### src/rtl/tt_pkg.sv
// Shared types and constants for the tt_sweep_checker exhaustive-test sequencer.
package tt_pkg;

   typedef enum logic [1:0] {IDLE, RUN, FINISH} state_t;

   localparam int unsigned NUM_MINTERMS = 16;
   localparam int unsigned MINTERM_W    = 4;

   // Sum of minterms 5, 6, 7, 8, 10 and 11.
   localparam logic [NUM_MINTERMS-1:0] TT_EXPECTED_DEFAULT = 16'h0DE0;

   function automatic logic [MINTERM_W-1:0] lowest_set(input logic [NUM_MINTERMS-1:0] v);
      logic [MINTERM_W-1:0] r;
      r = '0;
      for (int unsigned i = NUM_MINTERMS; i > 0; i--) begin
         if (v[i-1]) r = MINTERM_W'(i - 1);
      end
      return r;
   endfunction

endpackage

### src/rtl/tt_minterm_ctr.sv
// Minterm index and settle counter: holds each minterm SETTLE_CYCLES+1 cycles and
// strobes on the last cycle of each period.
module tt_minterm_ctr import tt_pkg::*; #(
   parameter int unsigned SETTLE_CYCLES = 2
) (
   input  logic                 clk,
   input  logic                 rst_n,
   input  logic                 load,
   input  logic                 run,
   input  logic                 clr,
   output logic [MINTERM_W-1:0] idx,
   output logic                 sample_strobe,
   output logic                 last
);

   localparam logic [3:0] SETTLE = 4'(SETTLE_CYCLES);

   logic [3:0] cnt;

   always_comb begin
      sample_strobe = run && (cnt == '0);
      last          = (idx == MINTERM_W'(NUM_MINTERMS - 1));
   end

   always_ff @(posedge clk or negedge rst_n) begin
      if (!rst_n) begin
         idx <= '0;
         cnt <= '0;
      end else if (load) begin
         idx <= '0;
         cnt <= SETTLE;
      end else if (clr) begin
         idx <= '0;
      end else if (run) begin
         if (cnt != '0) begin
            cnt <= cnt - 4'd1;
         end else if (!last) begin
            idx <= idx + MINTERM_W'(1);
            cnt <= SETTLE;
         end
      end
   end

endmodule

### config.mk
export PLATFORM = sky130hd
export DESIGN_NAME = tt_minterm_ctr
export DESIGN_NICKNAME = d
export VERILOG_FILES = /design/src/rtl/tt_pkg.sv /design/src/rtl/tt_minterm_ctr.sv
export SDC_FILE = /design/constraint.sdc
export NUM_CORES = 1
export LEC_CHECK = 0
export ABC_AREA = 1
export CAP_MARGIN = 5
export CORE_AREA = 2 2 39 41
export DETAILED_ROUTE_END_ITERATION = 8
export DIE_AREA = 0 0 41 43
export PLACE_DENSITY = 0.7
export SETUP_SLACK_MARGIN = 0.5
export SYNTH_ARGS = -nofsm -noshare
export SYNTH_HDL_FRONTEND = slang
export SYNTH_SLANG_ARGS = --single-unit
export TNS_END_PERCENT = 20
### constraint.sdc
create_clock -name clk -period 2.6 [get_ports clk]
set_input_delay 0.26 -clock clk [delete_from_list [all_inputs] [get_ports clk]]
set_output_delay 0.26 -clock clk [all_outputs]
set_load 0.03 [all_outputs]
# Word-level counts from Yosys, hierarchy flattened
# Cells that the tools add are included.
# totals
register_bits	8
elab_cells	26
# op_classes
add_sub_neg	2
eq_ne	5
n_mux	10
n_reduce_logical	7
# ops
op	n
$mux 4	10
$ne 3x3->1 const B	2
$reduce_and 3->1	2
$add 4x1->4 const B	1
$eq 4x4->1 const B	1
$logic_not 4->1	1
$reduce_bool 4->1	1
$sub 4x1->4 const B	1
$ne 3x2->1 const B	1
$reduce_bool 3->1	1
$ne 2x2->1 const B	1
$reduce_bool 2->1	1
$logic_and 1x1->1	1

# Depth between registers and ports, before layout
# Gate-level depths: netlist (run 1).
# depth
word_depth	6
ltp_mapped	7

# Worst setup path after synthesis (run 1)
# OpenSTA, ideal clock, no wires.
# synth_path
path_kind	reg2reg
startpoint	register idx[0]
endpoint	register idx[2]
setup_ps	122
arrival_time_ps	1517
t_required_ps	2478
setup_slack_ps	961
stages_incl_launch_ff	8
path_buffers	0
period_less_slack_ps	1639
path_cell_list	dfrtp_1 -> ha_1 -> nand3_2 -> clkinv_1 -> nand2_2 -> nand3_4 -> nand2_1 -> o21ai_1
# synth_via
elab_cells_between_ends	9
cone_classes	1 x add/sub; 2 x eq/ne; 5 x mux; 1 x reduce/logical
# synth_lines
element	line	rtl
from (decl)	tt_minterm_ctr.sv:11	output logic [MINTERM_W-1:0] idx,
from (signal assigned)	tt_minterm_ctr.sv:38	idx <= idx + MINTERM_W'(1);
$eq 4x4->1	tt_minterm_ctr.sv:22	last = (idx == MINTERM_W'(NUM_MINTERMS - 1));
named net last	tt_minterm_ctr.sv:13	output logic last
$ne 3x3->1 (no line)	n/a	
$reduce_and 3->1 (no line)	n/a	
# The timed path passes the listed nets, and every way through them passes these cells. The select of a mux whose other input is x is not followed.
# A chain may end at the register's enable or synchronous reset.

# Final worst setup path (run 1)
# layout_path
startpoint	register idx[0]
endpoint	output last
# layout_via
elab_chain_cells	1
# layout_rtl
element	line
$eq 4x4->1	tt_minterm_ctr.sv:22
to (decl)	tt_minterm_ctr.sv:13
# No other way between the ends.

==> load_flow_metrics.sql, run 1 <==
INSERT INTO impl_metrics (metric_group, metric, value, unit) VALUES
('yosys', 'syn_area', '549', 'um2'),
('final_layout', 'stdcell_area', '694', 'um2'),
('outcome', 'outcome', 'finished, final reports clean', ''),
('pwr', 'vdd_drop_max', '230', 'uV'),
('placement', 'placed_wire_length_estimate_after_detailed_placement', '829', 'um'),
('worst_hold_path', 'hold_path_class', 'primary input to asynchronous set/reset pin', ''),
('timing', 'finalSetupViolCount', '0', ''),
('yosys', 'post_synth.cell_area_avg', '7.74', 'um2'),
('timing', 'max_clock_freq', '0.498', 'GHz'),
('flow_run', 'number_of_maximum_capacitance_constraint_violations', '0', ''),
('final_layout', 'insertedDiodeCount', '0', ''),
('setup_path', 'worstReg2RegEnd', 'idx[1]$_DFFE_PN0P_', ''),
('route', 'via_count', '476', ''),
('yosys', 'ys_warn_count', '0', ''),
('setup_path', 'worstReg2RegStart', 'idx[0]$_DFFE_PN0P_', ''),
('setup_path', 'kind_of_end_point_of_the_critical_path', 'primary output', ''),
('setup_path', 'r2r_setup_slack', '1290', 'ps'),
('yosys', 'synthesis.nets', '79', ''),
('setup_path', 'count_of_cells_along_the_worst_register_to_register_path', '7', ''),
('setup_path', 'start_kind', 'flip-flop', ''),
('final_layout', 'postLayoutCoreUtil', '50.2', '%'),
('clocking', 'cts_tree', 'done', ''),
('timing', 'fin_tns_setup', '0', 'ps'),
('timing', 'finalHoldViolCount', '0', ''),
('timing', 'slew_headroom', '77.3', '%'),
('route', 'first_drt_pass_iteration_count', '1', ''),
('clocking', 'cts_max_level', '1', ''),
('timing', 'tightestPinTransition', '339', 'ps'),
('route', 'post_drt_wl_per_cell', '9.99', 'um'),
('final_layout', 'layout_area_overhead', '26.4', '%'),
('final_layout', 'drive_above_1_share', '16.7', '%'),
('floorplanning', 'design.portCount', '11', ''),
('timing', 'post-route-min-period', '2010', 'ps'),
('timing', 'slew_violations', '0', ''),
('timing', 'finClkSkew', '2.10', 'ps'),
('yosys', 'synth.yosys.seq_area_share', '36.4', '%'),
('clocking', 'cts_buffers', '3', ''),
('pwr', 'power.share.switching', '30.2', '%'),
('pwr', 'power_density_of_the_placed_cells', '453', 'nW/um2'),
('clocking', 'hold_buffers', '0', ''),
('timing', 'unrepaired_setup_endpoints_after_global_routing', 'true', ''),
('placement', 'gp_routability_congestion', '0.716', ''),
('pwr', 'power.switching', '94.8', 'uW'),
('setup_path', 'crit_path_top_delay_cell', 'sky130_fd_sc_hd__clkdlybuf4s50_1', ''),
('clocking', 'clk_pin_slew', '50', 'ps'),
('grt', 'overflow', '0', ''),
('clocking', 'worstSkewPairLatency', '240', 'ps'),
('grt', 'grt_antenna_before_repair', '0', ''),
('grt', 'grt_pass1_wl', '1.64', 'mm'),
('clocking', 'clk_root_buffer_cell', 'sky130_fd_sc_hd__clkbuf_4', ''),
('floorplanning', 'core.rowCount', '14', ''),
('route', 'finalWirelength', '999', 'um'),
('pwr', 'pwr-share-clk', '28.4', '%'),
('clocking', 'cts.path.max_buffers', '2', ''),
('pwr', 'sequential_cell_fraction_of_total_power', '46.3', '%'),
('timing', 'fin_crit_sh', '77.2', '%'),
('setup_path', 'cp_slowest_stage_delay', '660', 'ps'),
('clocking', 'clkSinkCount', '8', ''),
('pwr', 'total_leakage_power', '0.346', 'nW'),
('floorplanning', 'floorplan.die.height', '43', 'um'),
('yosys', 'synthesized_instance_count', '71', ''),
('route', 'antenna_violating_nets_post_route', '0', ''),
('setup_path', 'cp_max_fo', '6', ''),
('setup_path', 'timing.critical_path.from', 'idx[0]$_DFFE_PN0P_', ''),
('setup_path', 'setup.worst_path.end', 'last', ''),
('grt', 'grt_pass1_vias', '422', ''),
('final_layout', 'finalNetCount', '94', ''),
('floorplanning', 'die_outline_width', '41', 'um'),
('setup_path', 'timing.critical_path.cells', 'ha_1 -> nand3_2 -> clkinv_1 -> clkdlybuf4s50_1', ''),
('setup_path', 'crit_arrival', '1750', 'ps'),
('grt', 'grtUsageTotal', '13.7', '%');
critical path, delay by kind of cell, from the launching register on:
kind | cells | cell delay (ps)
adders and majority gates | 1 | 230
buffers and inverters | 2 | 750
DFF | 1 | 420
and+or+nand+nor | 1 | 110
cells in the final DEF, fill, tap and decap left out:
| cell | n |
|---|---|
| sky130_fd_sc_hd__ha_1 | 3 |
| sky130_fd_sc_hd__nor2_1 | 6 |
| sky130_fd_sc_hd__dfrtp_1 | 8 |
| sky130_fd_sc_hd__o21ai_4 | 1 |
| sky130_fd_sc_hd__o21ai_1 | 4 |
| sky130_fd_sc_hd__clkdlybuf4s50_1 | 9 |
| sky130_fd_sc_hd__or2_1 | 1 |
| sky130_fd_sc_hd__clkbuf_4 | 3 |
| sky130_fd_sc_hd__nand2_1 | 16 |
| sky130_fd_sc_hd__clkinv_1 | 1 |
| sky130_fd_sc_hd__nand2_4 | 1 |
| sky130_fd_sc_hd__inv_2 | 2 |
| sky130_fd_sc_hd__nand4_1 | 3 |
| sky130_fd_sc_hd__xnor2_1 | 1 |
| sky130_fd_sc_hd__inv_1 | 6 |
| sky130_fd_sc_hd__nand3_4 | 1 |
| sky130_fd_sc_hd__or2_2 | 1 |
| sky130_fd_sc_hd__nand3_1 | 8 |
| sky130_fd_sc_hd__nor3_1 | 2 |
| sky130_fd_sc_hd__nand2_2 | 3 |
| sky130_fd_sc_hd__dlymetal6s2s_1 | 1 |
| sky130_fd_sc_hd__nand3_2 | 1 |
| sky130_fd_sc_hd__a21oi_1 | 1 |
| sky130_fd_sc_hd__nor2_2 | 1 |
layer usage:
| metal | GRT usage, % | wire length (um) |
|---|---|---|
| met1 | 18.5 | 481 |
| met2 | 19.4 | 463 |
| met3 | 1.57 | 39 |
| met4 | 10.0 | 14 |
| met5 | 0 | 0 |
metrics by stage:
step / total power [mW] / hold slack, ps / instances / worst slack, ps
6_report: 0.314 / 282 / 100 / 594
3_5_place_dp: 0.228 / 510 / 97 / 789
4_1_cts: 0.322 / 286 / 100 / 519
5_1_grt: 0.337 / 311 / 100 / 491
2_1_floorplan: 0.201 / -35.6 / 71 / 961
3_3_place_gp: 0.227 / 498 / 97 / 808
repair_timing:
action                                  CTS  global route
endpoints found under the setup margin    0             2
setup buffers                             0             0
gates resized for setup                   0             1
power by group through the flow:
stage	registers [mW]	clock network (mW)	logic, mW
finish	0.145	0.0893	0.0796
global placement	0.147	0	0.0797
floorplan	0.151	0	0.0501
detailed placement	0.148	0	0.0808
global route	0.147	0.0999	0.0904
CTS	0.146	0.0953	0.0812
synthesized netlist by cell type:
cell type,n,area [um2]
sky130_fd_sc_hd__nand2_1,16,60.1
sky130_fd_sc_hd__dfrtp_1,8,200
sky130_fd_sc_hd__nand3_1,8,40.0
sky130_fd_sc_hd__inv_1,6,22.5
sky130_fd_sc_hd__nor2_1,6,22.5
sky130_fd_sc_hd__o21ai_1,4,20.0
sky130_fd_sc_hd__ha_1,3,37.5
sky130_fd_sc_hd__nand2_2,3,18.8
sky130_fd_sc_hd__nand4_1,3,18.8
sky130_fd_sc_hd__inv_2,2,7.51
sky130_fd_sc_hd__nor3_1,2,10.0
sky130_fd_sc_hd__a21oi_1,1,5.00
sky130_fd_sc_hd__clkinv_1,1,3.75
sky130_fd_sc_hd__nand2_4,1,11.3
sky130_fd_sc_hd__nand3_2,1,10.0
sky130_fd_sc_hd__nand3_4,1,17.5
sky130_fd_sc_hd__nor2_2,1,6.26
sky130_fd_sc_hd__o21ai_4,1,16.3
sky130_fd_sc_hd__or2_1,1,6.26
sky130_fd_sc_hd__or2_2,1,6.26
sky130_fd_sc_hd__xnor2_1,1,8.76
state kept, by name (all words and copies together), names as in the netlist:
register / count
idx: 4
cnt: 4
layout make-up:
class / instances / area [um2]
well taps: 16 / 20.0
clock buffers: 3 / 22.5
inverters: 9 / 33.8
repair buffers: 10 / 103
fillers: 157 / 689
flip-flops and latches: 8 / 200
multi-input cells: 54 / 315
cell families (layout without fill, tap and decap cells):
family                     after synthesis  count (layout)  synth area share, %
adders and majority gates                3               3                 6.83
and+or+nand+nor                         44              44                 41.5
AOI/OAI and AO/OA                        6               6                 7.52
buffers and inverters                    9              22                 6.15
DFF                                      8               8                 36.4
xor gates and xnor gates                 1               1                 1.59
worst min path at each step:
stage,endpoint,depth (start not counted)
2_1_floorplan,cnt[0]$_DFFE_PN0P_,0
6_report,cnt[1]$_DFFE_PN0P_,1
3_3_place_gp,cnt[1]$_DFFE_PN0P_,2
4_1_cts,cnt[1]$_DFFE_PN0P_,1
3_5_place_dp,cnt[1]$_DFFE_PN0P_,2
5_1_grt,idx[0]$_DFFE_PN0P_,1
Power figures use the tool's default switching activity.
==> run 2: changes to the inputs <==
==> constraint.sdc (replaced) <==
create_clock -name clk -period 2.09 [get_ports clk]
set_input_delay 0.209 -clock clk [delete_from_list [all_inputs] [get_ports clk]]
set_output_delay 0.209 -clock clk [all_outputs]
set_load 0.03 [all_outputs]
==> run 2 against run 1 <==
Critical endpoint unchanged. Routed wire length is 6.2% higher. Clock skew is 1.8 ps lower. Combinational power is 24% higher. Non-clock buffer count is the same. Sequential cell count unchanged. Die area stayed put. Worst hold slack worse by 44 ps. Setup slack worse by 99 ps. Sequential power grew 25%. Total power is 25% higher. Global-route usage rose by 0.19 points.
==> load_flow_metrics.sql, run 2 (same netlist as run 1, synthesis figures left out) <==
INSERT INTO impl_metrics (metric_group, metric, value, unit) VALUES
('outcome', 'outcome', 'finished, final reports clean', ''),
('grt', 'grtUsageTotal', '13.9', '%'),
('pwr', 'sequential_cell_fraction_of_total_power', '46.3', '%'),
('placement', 'gp_routability_congestion', '0.755', ''),
('route', 'first_drt_pass_iteration_count', '4', ''),
('setup_path', 'crit_path_top_delay_cell', 'sky130_fd_sc_hd__dfrtp_1', ''),
('route', 'drt-vias-per-instance', '4.85', ''),
('setup_path', 'worstReg2RegEnd', 'cnt[3]$_DFFE_PN0P_', ''),
('timing', 'finalHoldViolCount', '0', ''),
('clocking', 'clkSinkCount', '8', ''),
('timing', 'finClkSkew', '0.256', 'ps'),
('timing', 'finalHoldWorstSlack', '239', 'ps'),
('worst_hold_path', 'hold_path_class', 'primary input to asynchronous set/reset pin', ''),
('floorplanning', 'die_footprint', '1760', 'um2'),
('setup_path', 'timing.critical_path.cells', 'ha_1 -> nand3_2 -> clkinv_2 -> clkdlybuf4s15_2', ''),
('pwr', 'power.switching', '120', 'uW'),
('setup_path', 'r2r_setup_slack', '750', 'ps'),
('final_layout', 'area.sequential', '200', 'um2'),
('flow_run', 'number_of_maximum_capacitance_constraint_violations', '0', ''),
('setup_path', 'worst_ep_required_time', '1880', 'ps'),
('route', 'drc', '0', ''),
('route', 'met3_wirelength', '38', 'um'),
('pwr', 'pwr-share-clk', '28.6', '%'),
('floorplanning', 'floorplan.die.height', '43', 'um'),
('setup_path', 'cp_slowest_stage_delay', '430', 'ps'),
('final_layout', 'most-common-layout-cells', '16 x sky130_fd_sc_hd__nand2_1, 8 x sky130_fd_sc_hd__nand3_1, 8 x sky130_fd_sc_hd__dfrtp_1', ''),
('placement', 'port_buffers', '10', ''),
('setup_path', 'worstReg2RegStart', 'cnt[0]$_DFFE_PN0P_', ''),
('timing', 'max_clock_freq', '0.627', 'GHz'),
('pwr', 'vdd_drop_max', '301', 'uV'),
('timing', 'tightestPinTransition', '356', 'ps'),
('clocking', 'cts.path.max_buffers', '2', ''),
('placement', 'placed_wire_length_estimate_after_detailed_placement', '843', 'um'),
('clocking', 'cts_max_level', '1', ''),
('timing', 'fin_tns_setup', '0', 'ps'),
('timing', 'finalSetupViolCount', '0', ''),
('final_layout', 'top_regs', 'cnt (4), idx (4)', ''),
('final_layout', 'finalNetCount', '94', ''),
('setup_path', 'count_of_cells_along_the_worst_register_to_register_path', '7', ''),
('route', 'detailed_route_wirelength_on_metal2', '477', 'um'),
('clocking', 'worstSkewPairLatency', '240', 'ps'),
('pwr', 'total_leakage_power', '0.353', 'nW'),
('clocking', 'hold_buffers', '0', ''),
('timing', 'slew_headroom', '76.2', '%'),
('route', 'm1WireLength', '538', 'um'),
('route', 'highest_layer', 'met4', ''),
('pwr', 'power.share.switching', '30.6', '%'),
('grt', 'grt_antenna_before_repair', '0', ''),
('route', 'via_count', '485', ''),
('timing', 'unrepaired_setup_endpoints_after_global_routing', 'true', ''),
('grt', 'grt_pass1_vias', '407', ''),
('floorplanning', 'initial_core_util', '39.7', '%'),
('route', 'post_drt_wl_per_cell', '10.6', 'um'),
('clocking', 'post_cts.resized_instances', '8', ''),
('timing', 'slew_violations', '0', ''),
('clocking', 'clk_pin_slew', '50', 'ps'),
('route', 'antenna_violating_nets_post_route', '0', ''),
('floorplanning', 'core_outline_area', '1380', 'um2'),
('setup_path', 'kind_of_end_point_of_the_critical_path', 'primary output', ''),
('pwr', 'power_density_of_the_placed_cells', '567', 'nW/um2'),
('final_layout', 'drive_above_1_share', '20.2', '%'),
('clocking', 'clk_root_buffer_cell', 'sky130_fd_sc_hd__clkbuf_4', ''),
('pwr', 'p_comb_share', '25.1', '%'),
('route', 'first_iter_violations', '10', ''),
('timing', 'fin_crit_sh', '76.3', '%'),
('grt', 'grt_pass1_wl', '1.68', 'mm'),
('final_layout', 'multi_input_area', '315', 'um2'),
('final_layout', 'fillers', '147', ''),
('setup_path', 'start_kind', 'flip-flop', ''),
('floorplanning', 'die_outline_width', '41', 'um'),
('setup_path', 'cp_max_fo', '6', ''),
('floorplanning', 'design.portCount', '11', ''),
('grt', 'overflow', '0', ''),
('clocking', 'post-cts-setup-buffer-count', '0', ''),
('route', 'finalWirelength', '1.06', 'mm'),
('timing', 'post-route-min-period', '1590', 'ps'),
('setup_path', 'type_of_the_setup_path_with_the_least_slack', 'flip-flop to primary output', ''),
('final_layout', 'layout_area_overhead', '26.0', '%'),
('setup_path', 'crit_arrival', '1390', 'ps'),
('floorplanning', 'core.rowCount', '14', ''),
('clocking', 'cts_tree', 'done', ''),
('pwr', 'internal_power', '272', 'uW'),
('final_layout', 'final_common_cell', 'sky130_fd_sc_hd__nand2_1', ''),
('clocking', 'cts_buffers', '3', ''),
('final_layout', 'post_layout_nonfiller_instances', '100', ''),
('placement', 'place.detailed.instances', '97', ''),
('final_layout', 'insertedDiodeCount', '0', ''),
('grt', 'grt_start_max_net_pins', '10', '');
-- run 2: worst max path at each step --
stage,startpoint,end,slack [ps],cells after the start
2_1_floorplan,idx[0]$_DFFE_PN0P_,idx[2]$_DFFE_PN0P_,600,7
3_3_place_gp,cnt[0]$_DFFE_PN0P_,sample_strobe,370,5
3_5_place_dp,cnt[0]$_DFFE_PN0P_,sample_strobe,320,5
4_1_cts,idx[2]$_DFFE_PN0P_,idx[2],460,1
5_1_grt,idx[0]$_DFFE_PN0P_,last,420,4
6_report,idx[0]$_DFFE_PN0P_,last,500,4
-- run 2: critical path: cells and delay by family, from the launching register on --
kind          cells  cell delay [ps]
flops             1              430
simple gates      1              110
fa+ha+maj         1              250
buf+inv           2              350
-- run 2: per-layer routing --
layer / vias to the layer above / global-route usage (%)
met5: - / 0
met4: 0 / 10.0
met3: 2 / 1.57
met2: 12 / 17.5
met1: 212 / 21.1
li1: 259 / -
-- run 2: layout make-up --
class | count | share of cell area, %
Timing Repair Buffer | 10 | 14.3
Clock buffer | 3 | 3.25
Multi-Input combinational cell | 54 | 45.6
Sequential cell | 8 | 28.9
Inverter | 9 | 5.06
Tap cell | 16 | 2.89
-- run 2: metrics by stage --
stage,util [%],power [mW],cell area (um2),setup slack (ps)
6_report,50.0,0.392,692,495
3_3_place_gp,48.5,0.282,671,369
2_1_floorplan,-,0.250,551,602
4_1_cts,49.8,0.401,689,459
5_1_grt,50.0,0.423,692,418
3_5_place_dp,48.5,0.284,671,323
-- run 2: power by group through the flow --
stage	Sequential (mW)	Combinational, mW	Clock [mW]
6_report	0.181	0.0984	0.112
5_1_grt	0.182	0.111	0.130
4_1_cts	0.181	0.0999	0.121
3_5_place_dp	0.183	0.100	0
3_3_place_gp	0.183	0.0991	0
2_1_floorplan	0.188	0.0623	0
==> run 3: changes to the inputs <==
==> constraint.sdc (replaced) <==
create_clock -name clk -period 1.5 [get_ports clk]
set_input_delay 0.15 -clock clk [delete_from_list [all_inputs] [get_ports clk]]
set_output_delay 0.15 -clock clk [all_outputs]
set_load 0.03 [all_outputs]
==> run 3 against run 2 <==
Total power grew 56%. Register-to-register slack lost 540 ps. Die area is the same. Sequential share of layout area shrank 4.6 points. Combinational power grew 87%. Critical endpoint is now sample_strobe. Global-route usage grew 2.9 points. Core utilization grew 10 points. Design area grew 21%. Clock power grew 54%. Via count grew 9.9%. Setup slack lost 300 ps. Count of clock-buffer cells in the layout grew 1.
==> load_flow_metrics.sql, run 3 (same netlist as run 1, synthesis figures left out) <==
INSERT INTO impl_metrics (metric_group, metric, value, unit) VALUES
('outcome', 'outcome', 'finished, final reports clean', ''),
('setup_path', 'worstReg2RegStart', 'idx[1]$_DFFE_PN0P_', ''),
('floorplanning', 'core_outline_area', '1380', 'um2'),
('route', 'drt-vias-per-instance', '4.72', ''),
('setup_path', 'type_of_the_setup_path_with_the_least_slack', 'flip-flop to primary output', ''),
('timing', 'finalHoldViolCount', '0', ''),
('flow_run', 'number_of_maximum_capacitance_constraint_violations', '0', ''),
('final_layout', 'insertedDiodeCount', '0', ''),
('placement', 'place.detailed.instances', '101', ''),
('timing', 'finalSetupViolCount', '0', ''),
('setup_path', 'kind_of_end_point_of_the_critical_path', 'primary output', ''),
('timing', 'max_clock_freq', '0.767', 'GHz'),
('pwr', 'vdd_drop_max', '462', 'uV'),
('floorplanning', 'die_outline_width', '41', 'um'),
('clocking', 'cts_buffers', '3', ''),
('placement', 'gp_routability_congestion', '0.767', ''),
('route', 'antenna_violating_nets_post_route', '0', ''),
('timing', 'unrepaired_setup_endpoints_after_global_routing', 'true', ''),
('floorplanning', 'floorplan.die.height', '43', 'um'),
('route', 'post_drt_wl_per_cell', '10.9', 'um'),
('timing', 'finalHoldWorstSlack', '167', 'ps'),
('placement', 'place_worst_setup_slack', '141', 'ps'),
('final_layout', 'post_layout_nonfiller_instances', '113', ''),
('grt', 'grtUsageTotal', '16.8', '%'),
('grt', 'grt_pass1_wl', '2.03', 'mm'),
('worst_hold_path', 'hold_path_class', 'primary input to asynchronous set/reset pin', ''),
('clocking', 'clk_pin_slew', '60', 'ps'),
('final_layout', 'fillers', '131', ''),
('setup_path', 'start_kind', 'flip-flop', ''),
('placement', 'placed_wire_length_estimate_after_detailed_placement', '926', 'um'),
('grt', 'grt_antenna_before_repair', '0', ''),
('timing', 'fin_crit_sh', '87.0', '%'),
('route', 'drc', '0', ''),
('setup_path', 'worst_ep_required_time', '1350', 'ps'),
('timing', 'finClkSkew', '4.91', 'ps'),
('route', 'first_iter_violations', '14', ''),
('placement', 'port_buffers', '10', ''),
('pwr', 'power_density_of_the_placed_cells', '732', 'nW/um2'),
('final_layout', 'finalNetCount', '106', ''),
('route', 'first_drt_pass_iteration_count', '4', ''),
('timing', 'fin_tns_setup', '0', 'ps'),
('final_layout', 'top_regs', 'cnt (4), idx (4)', ''),
('final_layout', 'most-common-layout-cells', '16 x sky130_fd_sc_hd__nand2_1, 13 x sky130_fd_sc_hd__buf_4, 8 x sky130_fd_sc_hd__nand3_1', ''),
('final_layout', 'layout_area_overhead', '51.9', '%'),
('clocking', 'worstSkewPairLatency', '250', 'ps'),
('grt', 'overflow', '0', ''),
('floorplanning', 'design.portCount', '11', ''),
('clocking', 'cts_tree', 'done', ''),
('timing', 'tightestPinTransition', '338', 'ps'),
('setup_path', 'crit_arrival', '1150', 'ps'),
('timing', 'fin_ws', '195', 'ps'),
('floorplanning', 'initial_core_util', '39.7', '%'),
('grt', 'grt_pass1_vias', '487', ''),
('setup_path', 'timing.critical_path.from', 'cnt[3]$_DFFE_PN0P_', ''),
('route', 'finalWirelength', '1.23', 'mm'),
('clocking', 'clkSinkCount', '8', ''),
('setup_path', 'cp_max_fo', '5', ''),
('clocking', 'cts_max_level', '1', ''),
('timing', 'slew_violations', '0', ''),
('timing', 'post-route-min-period', '1300', 'ps'),
('final_layout', 'drive_above_1_share', '38.1', '%'),
('final_layout', 'final_common_cell', 'sky130_fd_sc_hd__nand2_1', ''),
('timing', 'slew_headroom', '77.4', '%'),
('clocking', 'cts.path.max_buffers', '2', ''),
('final_layout', 'multi_input_area', '360', 'um2'),
('pwr', 'total_leakage_power', '0.418', 'nW'),
('final_layout', 'area.sequential', '203', 'um2'),
('route', 'via_count', '533', ''),
('clocking', 'clk_root_buffer_cell', 'sky130_fd_sc_hd__clkbuf_4', ''),
('floorplanning', 'die_footprint', '1760', 'um2'),
('floorplanning', 'core.rowCount', '14', ''),
('grt', 'grt_start_max_net_pins', '9', '');
run 3: final cells by class:
type / instances / area share [%]
clock buffers: 4 / 3.15
repair buffers: 22 / 22.3
inverters: 9 / 4.65
well taps: 16 / 2.40
multi-input cells: 54 / 43.2
flip-flops and latches: 8 / 24.3
run 3: what timing repair did:
item / 4_1_cts / 5_1_grt
buffers inserted: 5 / 3
hold buffers: 0 / 0
endpoints found under the setup margin: 14 / 14
pin swaps: 2 / 3
resized for setup: 16 / 0
cloned: 0 / 0
run 3: power by group:
group          internal (mW)  switching [mW]  leakage [nW]  total, mW
combinational         0.0852          0.0988         0.302      0.184
clock                  0.102          0.0702        0.0150      0.172
sequential             0.234          0.0212         0.101      0.255
total                  0.420           0.190         0.418      0.611
run 3: worst max-delay path, stage by stage, from the launching register on:
cell and delay, ps:
sky130_fd_sc_hd__dfrtp_1 430, sky130_fd_sc_hd__nor2_2 170, sky130_fd_sc_hd__nand2_4 100, sky130_fd_sc_hd__nor2_4 90
sky130_fd_sc_hd__buf_6 130
run 3: per-stage QoR:
stage | cell area (um2) | power (mW) | util (%)
5_1_grt | 835 | 0.657 | 60.3
2_1_floorplan | 584 | 0.354 | -
3_3_place_gp | 729 | 0.405 | 52.7
6_report | 835 | 0.611 | 60.3
4_1_cts | 812 | 0.609 | 58.7
3_5_place_dp | 729 | 0.408 | 52.7
run 3: routing by layer:
metal / vias up / part of all wire, % / track usage [%]
li1: 286 / - / -
met5: - / 0 / 0
met4: 0 / 1.5 / 10.0
met1: 231 / 49 / 23.9
met3: 4 / 3.3 / 1.57
met2: 12 / 46 / 23.8
run 3: path summary, 6_finish.rpt:
kind	endpoint	slack [ps]	cells after the start
hold / removal	idx[3]$_DFFE_PN0P_	170	1
max in group asynchronous	idx[1]$_DFFE_PN0P_	1060	1
min in group clk	idx[1]$_DFFE_PN0P_	580	2
setup / recovery	sample_strobe	200	4
setup reg to reg	idx[2]$_DFFE_PN0P_	210	5
hold reg to reg	idx[1]$_DFFE_PN0P_	580	2
